[src/rtl/ram_fifo_ctrl_if.sv]
// rtl/ram_fifo_ctrl_if.sv - push/pop valid-ready handshake bundle for ram_fifo_ctrl
interface ram_fifo_ctrl_if #(
    parameter int DATA_WIDTH = 8
);
    logic                  in_valid;
    logic                  in_ready;
    logic [DATA_WIDTH-1:0] in_data;
    logic                  out_valid;
    logic                  out_ready;
    logic [DATA_WIDTH-1:0] out_data;

    modport master (
        output in_valid, in_data, out_ready,
        input  in_ready, out_valid, out_data
    );

    modport slave (
        input  in_valid, in_data, out_ready,
        output in_ready, out_valid, out_data
    );
endinterface

[src/rtl/ram_fifo_ctrl.sv]
// rtl/ram_fifo_ctrl.sv - first-word fall-through FIFO controller for a sync-write/sync-read RAM
// Optional FIFO_CTRL_ALMOST_EN adds almost_full/almost_empty flags derived from count.
module ram_fifo_ctrl #(
    parameter int DATA_WIDTH = 8,
    parameter int ADDR_WIDTH = 7
`ifdef FIFO_CTRL_ALMOST_EN
    ,
    parameter int AF_LEVEL   = (2**ADDR_WIDTH) - 4,
    parameter int AE_LEVEL   = 4
`endif
) (
    input  logic                  clk,
    input  logic                  rst,
    ram_fifo_ctrl_if.slave        s,
    output logic                  ram_we,
    output logic [ADDR_WIDTH-1:0] ram_add_w,
    output logic [DATA_WIDTH-1:0] ram_data_w,
    output logic [ADDR_WIDTH-1:0] ram_add_r1,
    input  logic [DATA_WIDTH-1:0] ram_data_r1,
    output logic [ADDR_WIDTH:0]   count
`ifdef FIFO_CTRL_ALMOST_EN
    ,
    output logic                  almost_full,
    output logic                  almost_empty
`endif
);

    localparam int DEPTH = 2**ADDR_WIDTH;
    localparam logic [ADDR_WIDTH:0] FULL_CNT = (ADDR_WIDTH+1)'(DEPTH);

    logic [ADDR_WIDTH-1:0] wr_ptr;
    logic [ADDR_WIDTH-1:0] rd_ptr;
    logic [ADDR_WIDTH:0]   count_q;
    logic                  out_valid_q;
    logic [ADDR_WIDTH:0]   stored;
    logic                  in_ready_c;
    logic                  push;
    logic                  pop;
    logic                  issue;

    // No pass-through: a full FIFO refuses pushes even when a pop happens the same cycle.
    assign in_ready_c = ~rst & (count_q != FULL_CNT);
    assign push       = s.in_valid & in_ready_c;
    assign pop        = out_valid_q & s.out_ready;

    // Words sitting in RAM that have not yet been read out to the head register.
    assign stored = count_q - {{ADDR_WIDTH{1'b0}}, out_valid_q};
    assign issue  = (stored != '0) & (~out_valid_q | s.out_ready);

    assign s.in_ready  = in_ready_c;
    assign s.out_valid = out_valid_q;
    assign s.out_data  = ram_data_r1;

    assign ram_we     = push;
    assign ram_add_w  = wr_ptr;
    assign ram_data_w = s.in_data;

    // When not advancing, re-read the presented head so the free-running sync read holds it.
    assign ram_add_r1 = issue ? rd_ptr : (rd_ptr - ADDR_WIDTH'(1));

    assign count = count_q;

    always_ff @(posedge clk) begin
        if (rst) begin
            wr_ptr      <= '0;
            rd_ptr      <= '0;
            count_q     <= '0;
            out_valid_q <= 1'b0;
        end else begin
            if (push) begin
                wr_ptr <= wr_ptr + ADDR_WIDTH'(1);
            end
            if (issue) begin
                rd_ptr      <= rd_ptr + ADDR_WIDTH'(1);
                out_valid_q <= 1'b1;
            end else if (pop) begin
                out_valid_q <= 1'b0;
            end
            if (push && !pop) begin
                count_q <= count_q + (ADDR_WIDTH+1)'(1);
            end else if (pop && !push) begin
                count_q <= count_q - (ADDR_WIDTH+1)'(1);
            end
        end
    end

`ifdef FIFO_CTRL_ALMOST_EN
    assign almost_full  = (int'(count_q) >= AF_LEVEL);
    assign almost_empty = (int'(count_q) <= AE_LEVEL);
`endif

endmodule

[src/flat_wrapper.sv]
// flat-port wrapper written by rule: the top's interface ports become plain ports
module ram_fifo_ctrl_flat 
#(
    parameter int DATA_WIDTH = 8,
    parameter int ADDR_WIDTH = 7

)
  (clk, rst, ram_we, ram_add_w, ram_data_w, ram_add_r1, ram_data_r1, count, s_in_valid, s_in_data, s_out_ready, s_in_ready, s_out_valid, s_out_data);
  ram_fifo_ctrl_if #(.DATA_WIDTH(DATA_WIDTH)) s_i ();
  input  logic clk;
  input  logic rst;
  output logic ram_we;
  output logic [ADDR_WIDTH-1:0] ram_add_w;
  output logic [DATA_WIDTH-1:0] ram_data_w;
  output logic [ADDR_WIDTH-1:0] ram_add_r1;
  input  logic [DATA_WIDTH-1:0] ram_data_r1;
  output logic [ADDR_WIDTH:0] count;
  input wire logic [$bits(s_i.in_valid)-1:0] s_in_valid;
  input wire logic [$bits(s_i.in_data)-1:0] s_in_data;
  input wire logic [$bits(s_i.out_ready)-1:0] s_out_ready;
  output wire logic [$bits(s_i.in_ready)-1:0] s_in_ready;
  output wire logic [$bits(s_i.out_valid)-1:0] s_out_valid;
  output wire logic [$bits(s_i.out_data)-1:0] s_out_data;
  assign s_i.in_valid = s_in_valid;
  assign s_i.in_data = s_in_data;
  assign s_i.out_ready = s_out_ready;
  assign s_in_ready = s_i.in_ready;
  assign s_out_valid = s_i.out_valid;
  assign s_out_data = s_i.out_data;
  ram_fifo_ctrl #(.DATA_WIDTH(DATA_WIDTH), .ADDR_WIDTH(ADDR_WIDTH)) u_core (.clk(clk), .rst(rst), .s(s_i), .ram_we(ram_we), .ram_add_w(ram_add_w), .ram_data_w(ram_data_w), .ram_add_r1(ram_add_r1), .ram_data_r1(ram_data_r1), .count(count));
endmodule
[config.mk]
export PLATFORM = sky130hd
export DESIGN_NAME = ram_fifo_ctrl_flat
export DESIGN_NICKNAME = d
export VERILOG_FILES = /design/src/rtl/ram_fifo_ctrl_if.sv /design/src/rtl/ram_fifo_ctrl.sv /design/src/flat_wrapper.sv
export SDC_FILE = /design/constraint.sdc
export NUM_CORES = 1
export LEC_CHECK = 0
export ABC_AREA = 1
export CORE_ASPECT_RATIO = 1.25
export CORE_UTILIZATION = 46
export CTS_CLUSTER_SIZE = 30
export DETAILED_ROUTE_END_ITERATION = 10
export GPL_TIMING_DRIVEN = 1
export PLACE_DENSITY = 0.84
export SLEW_MARGIN = 25
export SYNTH_ARGS = -nofsm -noshare
export SYNTH_HDL_FRONTEND = slang
export SYNTH_SLANG_ARGS = --single-unit
[constraint.sdc]
create_clock -name clk -period 2.6 [get_ports clk]
set_input_delay 0.26 -clock clk [delete_from_list [all_inputs] [get_ports clk]]
set_output_delay 0.26 -clock clk [all_outputs]
set_load 0.02 [all_outputs]
==> results by group, run 1 <==
Status
  – Status: complete, but fails checks
  – Failing checks: DRC

Floorplanning
  – Die X: 57.6 µm
  – IO Count: between 60 and 70
  – Die area: between 0.004 and 0.005 mm²
  – Starting Density: between 40% and 50%
  – Die Height: 71.5 µm
  – Row cnt: 24
  – Core Area: about 0.0036 mm²

Critical path
  – CP delay by family, top: buffers and inverters
  – WP data arrival: 2.20 ns
  – CP cell instances: inv_1, ha_1, inv_1, nor2_1, nand4_2, nand2_4, buf_4, nand2_1, xor2_1, dlygate4sd2_1
  – Most used cell, CP: inv_1
  – Crit Path Max Fanout: 7
  – Max stage delay on crit path: a little over 0.4 ns
  – Setup crit start: u_core.count[0]$_SDFFE_PP0P_
  – CP max-delay cell: dfxtp_2
  – CP Capture Type: output port
  – Worst R2R Start: u_core.count[2]$_SDFFE_PP0P_
  – CP bufs+invs: 4
  – Worst Path Required: between 2 and 2.5 ns
  – Kind of critical path: reg2out
  – Critical path launch point type: flop

STA
  – Setup slack after layout: around 0.14 ns
  – Tmin final: approximately 2.5 ns
  – Final hold vios: 0
  – Slew margin rel.: between 80% and 90%
  – Max Slew Vio Count: 0
  – # setup viols final: 0
  – Skew final: about 0.0038 ns
  – Min Hold Slack: between 0.5 and 0.6 ns
  – Setup TNS Final: 0 ns
  – RSZ-0062 raised after global routing: false
  – Fmax: a little over 400 MHz
  – Worst-Margin Slew: roughly 0.29 ns
  – Final period util: about 95%

Cells and area
  – ANT cells: 0
  – Final net count: 312
  – Share of layout cells above drive strength 1: 14.0%
  – Layout area overhead: 17.0%
  – Fillers: 348
  – Final Non-Filler Cells: approximately 320
  – Utilization after layout: between 50 and 60%
  – Design Area, Final: 0.00208 mm²

Clock tree
  – Clock-pin slew on the worst setup and hold paths: around 0.08 ns
  – CTS max path bufs: 2
  – CTS sink cnt: 23
  – CTS tree: done
  – Num CTS Buffers: 3
  – Worst skew pair latency: between 0.2 and 0.3 ns
  – CTS Root Cell: clkbuf_8
  – H-tree levels: 1
  – CTS Hold Bufs: 0

Yosys
  – Mapped Area: between 0.0015 and 0.002 mm²
  – Post-synthesis mux area share: 0%
  – #FFs+latches synth: 23
  – Compound-Gate Fraction of Synth Area: about 10%
  – Leading area contributor after synthesis: dfxtp_1
  – Synth Net Count: 289
  – Post-synth EDFFs: 0
  – XOR/XNOR Fraction of Synth Area: 8.87%
  – Yosys cell types: 29
  – Main flop type after synthesis: dfxtp_1
  – Asr flop ratio synth: 0%
  – Post-Synth Simple-Gate Area: approximately 29%
  – Largest family of logic cells by synthesized area: simple AND/OR/NAND/NOR gates
  – Sequential area share after synthesis: between 20% and 30%
  – Yosys top cell area share: 25.9%
  – Post-synthesis cell count: 257
  – Adder-cell area share of the yosys netlist: under 10%
  – YS warnings: 0
  – Ranking of synthesized cells by area: dfxtp_1, nand2_1, xor2_1
  – Mean Syn Cell Area: 6.92 µm²

Routing
  – Routed Antenna Nets: 0
  – Vias: approximately 1600
  – Post-Route WL: ~3700 µm
  – Routed vias/inst: 5.03
  – DRC: 7
  – Initial DRC Count: between 90 and 100
  – Routed wire length per instance: approximately 12 µm
  – DRT Pass-1 Iters: 9

Place
  – RePlAce Congestion: a little over 0.9
  – Placed cell area: roughly 0.002 mm²
  – DP Wirelength: around 2700 µm
  – Pre-CTS WS: between 0.07 and 0.08 ns
  – Placed insts: 310
  – Port Buffer Count: 28

Run
  – MaxCap Viol Count: 0

GRT
  – Vias in the first global route: around 1500
  – First-pass GRT wire length: around 6400 µm
  – Grt total ovfl: 0
  – Global router's overall resource usage: 19.4%
  – Initial antenna violation count: 0
  – Largest net degree at the start of global routing: 18

Power and ir drop
  – Sw frac: between 40% and 50%
  – Reg power frac: approximately a third
  – VDD IR-drop max: between 0.3 and 0.4 mV
  – Internal Power: around 800 µW
  – Combinational fraction of design power: a little over half
  – Pwr per Cell Area: 668 mW/mm²
  – NetSw: just under 600 µW
  – Leakage: between 1 and 1.5 nW
  – Design Power: 1.39 mW
  – Share of total power in the clock network: between 10% and 20%

Hold path
  – Critical hold path startpoint: u_core.ram_add_w[6]$_SDFFE_PP0P_
  – Worst min-delay path category: reg2reg
==> power by group through the flow <==
stage                     combinational [mW]  clock [mW]  sequential [mW]
final                                  0.723       0.224            0.441
after global routing                   0.805       0.253            0.448
after CTS                              0.717       0.236            0.441
after detailed placement               0.711           0            0.448
after global placement                 0.700           0            0.448
after floorplan                        0.498           0            0.478
==> metal layers <==
| layer | share of wire [%] | global-route usage [%] |
|---|---|---|
| met1 | 45 | 24.2 |
| met2 | 49 | 33.5 |
| met3 | 4.4 | 2.89 |
| met4 | 2.1 | 6.78 |
| met5 | 0 | 0 |
==> synthesized netlist by cell type (5+ instances only) <==
library cell / number
inv_2: 5
nand4_1: 7
nand3_1: 15
nor2_1: 16
nand2_1: 55
nor3_1: 5
xor2_1: 16
buf_4: 16
o21ai_0: 7
a21oi_1: 16
a21oi_2: 5
inv_1: 37
ha_1: 11
dfxtp_1: 23
nand2_2: 6
==> layout make-up <==
| type | instances | area [µm²] | share of cell area [%] |
|---|---|---|---|
| Multi-Input combinational cell | 171 | 1010 | 48.4 |
| Clock buffer | 3 | 41.3 | 1.99 |
| Tap cell | 39 | 48.8 | 2.35 |
| Sequential cell | 23 | 462 | 22.2 |
| Inverter | 42 | 158 | 7.58 |
| Timing Repair Buffer | 39 | 359 | 17.3 |
| Clock inverter | 1 | 5.00 | 0.241 |
==> cells by family (layout without fill, tap and decap cells) <==
group           count (synthesis)  in the layout
compound gates                 31             31
flops                          23             23
buf+inv                        63             85
fa+ha+maj                      12             12
simple gates                  110            110
xor+xnor                       18             18
==> tightest hold or removal path: stages, from the launching register on <==
cell and delay (ns):
dfxtp_1 0.34, nand2_1 0.07, a21oi_1 0.06
==> worst paths after layout <==
path / endpoint / slack [ns] / depth (start not counted)
setup reg to reg: u_core.count[5]$_SDFFE_PP0P_ / 0.24 / 17
hold reg to reg: u_core.ram_add_w[6]$_SDFFE_PP0P_ / 0.50 / 2
setup / recovery: ram_add_r1[2] / 0.14 / 10
hold / removal: u_core.ram_add_w[6]$_SDFFE_PP0P_ / 0.50 / 2
==> state kept, by name (all words and copies together), names as in the netlist <==
signal,count
u_core.ram_add_w,7
u_core.rd_ptr,7
u_core.s.out_valid,1
u_core.count,8
==> timing repair <==
item                       in CTS  in global routing
gates resized for setup         7                  4
setup buffers                   4                  0
pin swaps                       1                  1
setup endpoints to repair       7                  6
==> cells in the final DEF (no fill, tap or decap), types with 2 or more instances in the layout <==
master | netlist | layout
xor2_1 | 16 | 16
nand2_1 | 55 | 55
nand2_2 | 6 | 6
a21oi_1 | 16 | 15
xnor2_1 | 2 | 2
inv_1 | 37 | 36
inv_2 | 5 | 6
o21ai_0 | 7 | 7
nand4_1 | 7 | 7
nor3_1 | 5 | 5
dlygate4sd2_1 | 0 | 5
clkdlybuf4s50_1 | 0 | 21
ha_1 | 11 | 11
a21oi_2 | 5 | 6
nand3_1 | 15 | 15
buf_4 | 16 | 11
clkbuf_8 | 0 | 3
nor2_1 | 16 | 16
dfxtp_1 | 23 | 22
(Power assumes the default switching activity.)
==> inputs of run 2 (changes only) <==
- HOLD_SLACK_MARGIN: not set -> 0.03
==> results of run 2 <==
The final DEF is identical to that of run 1; final timing and power are the same.
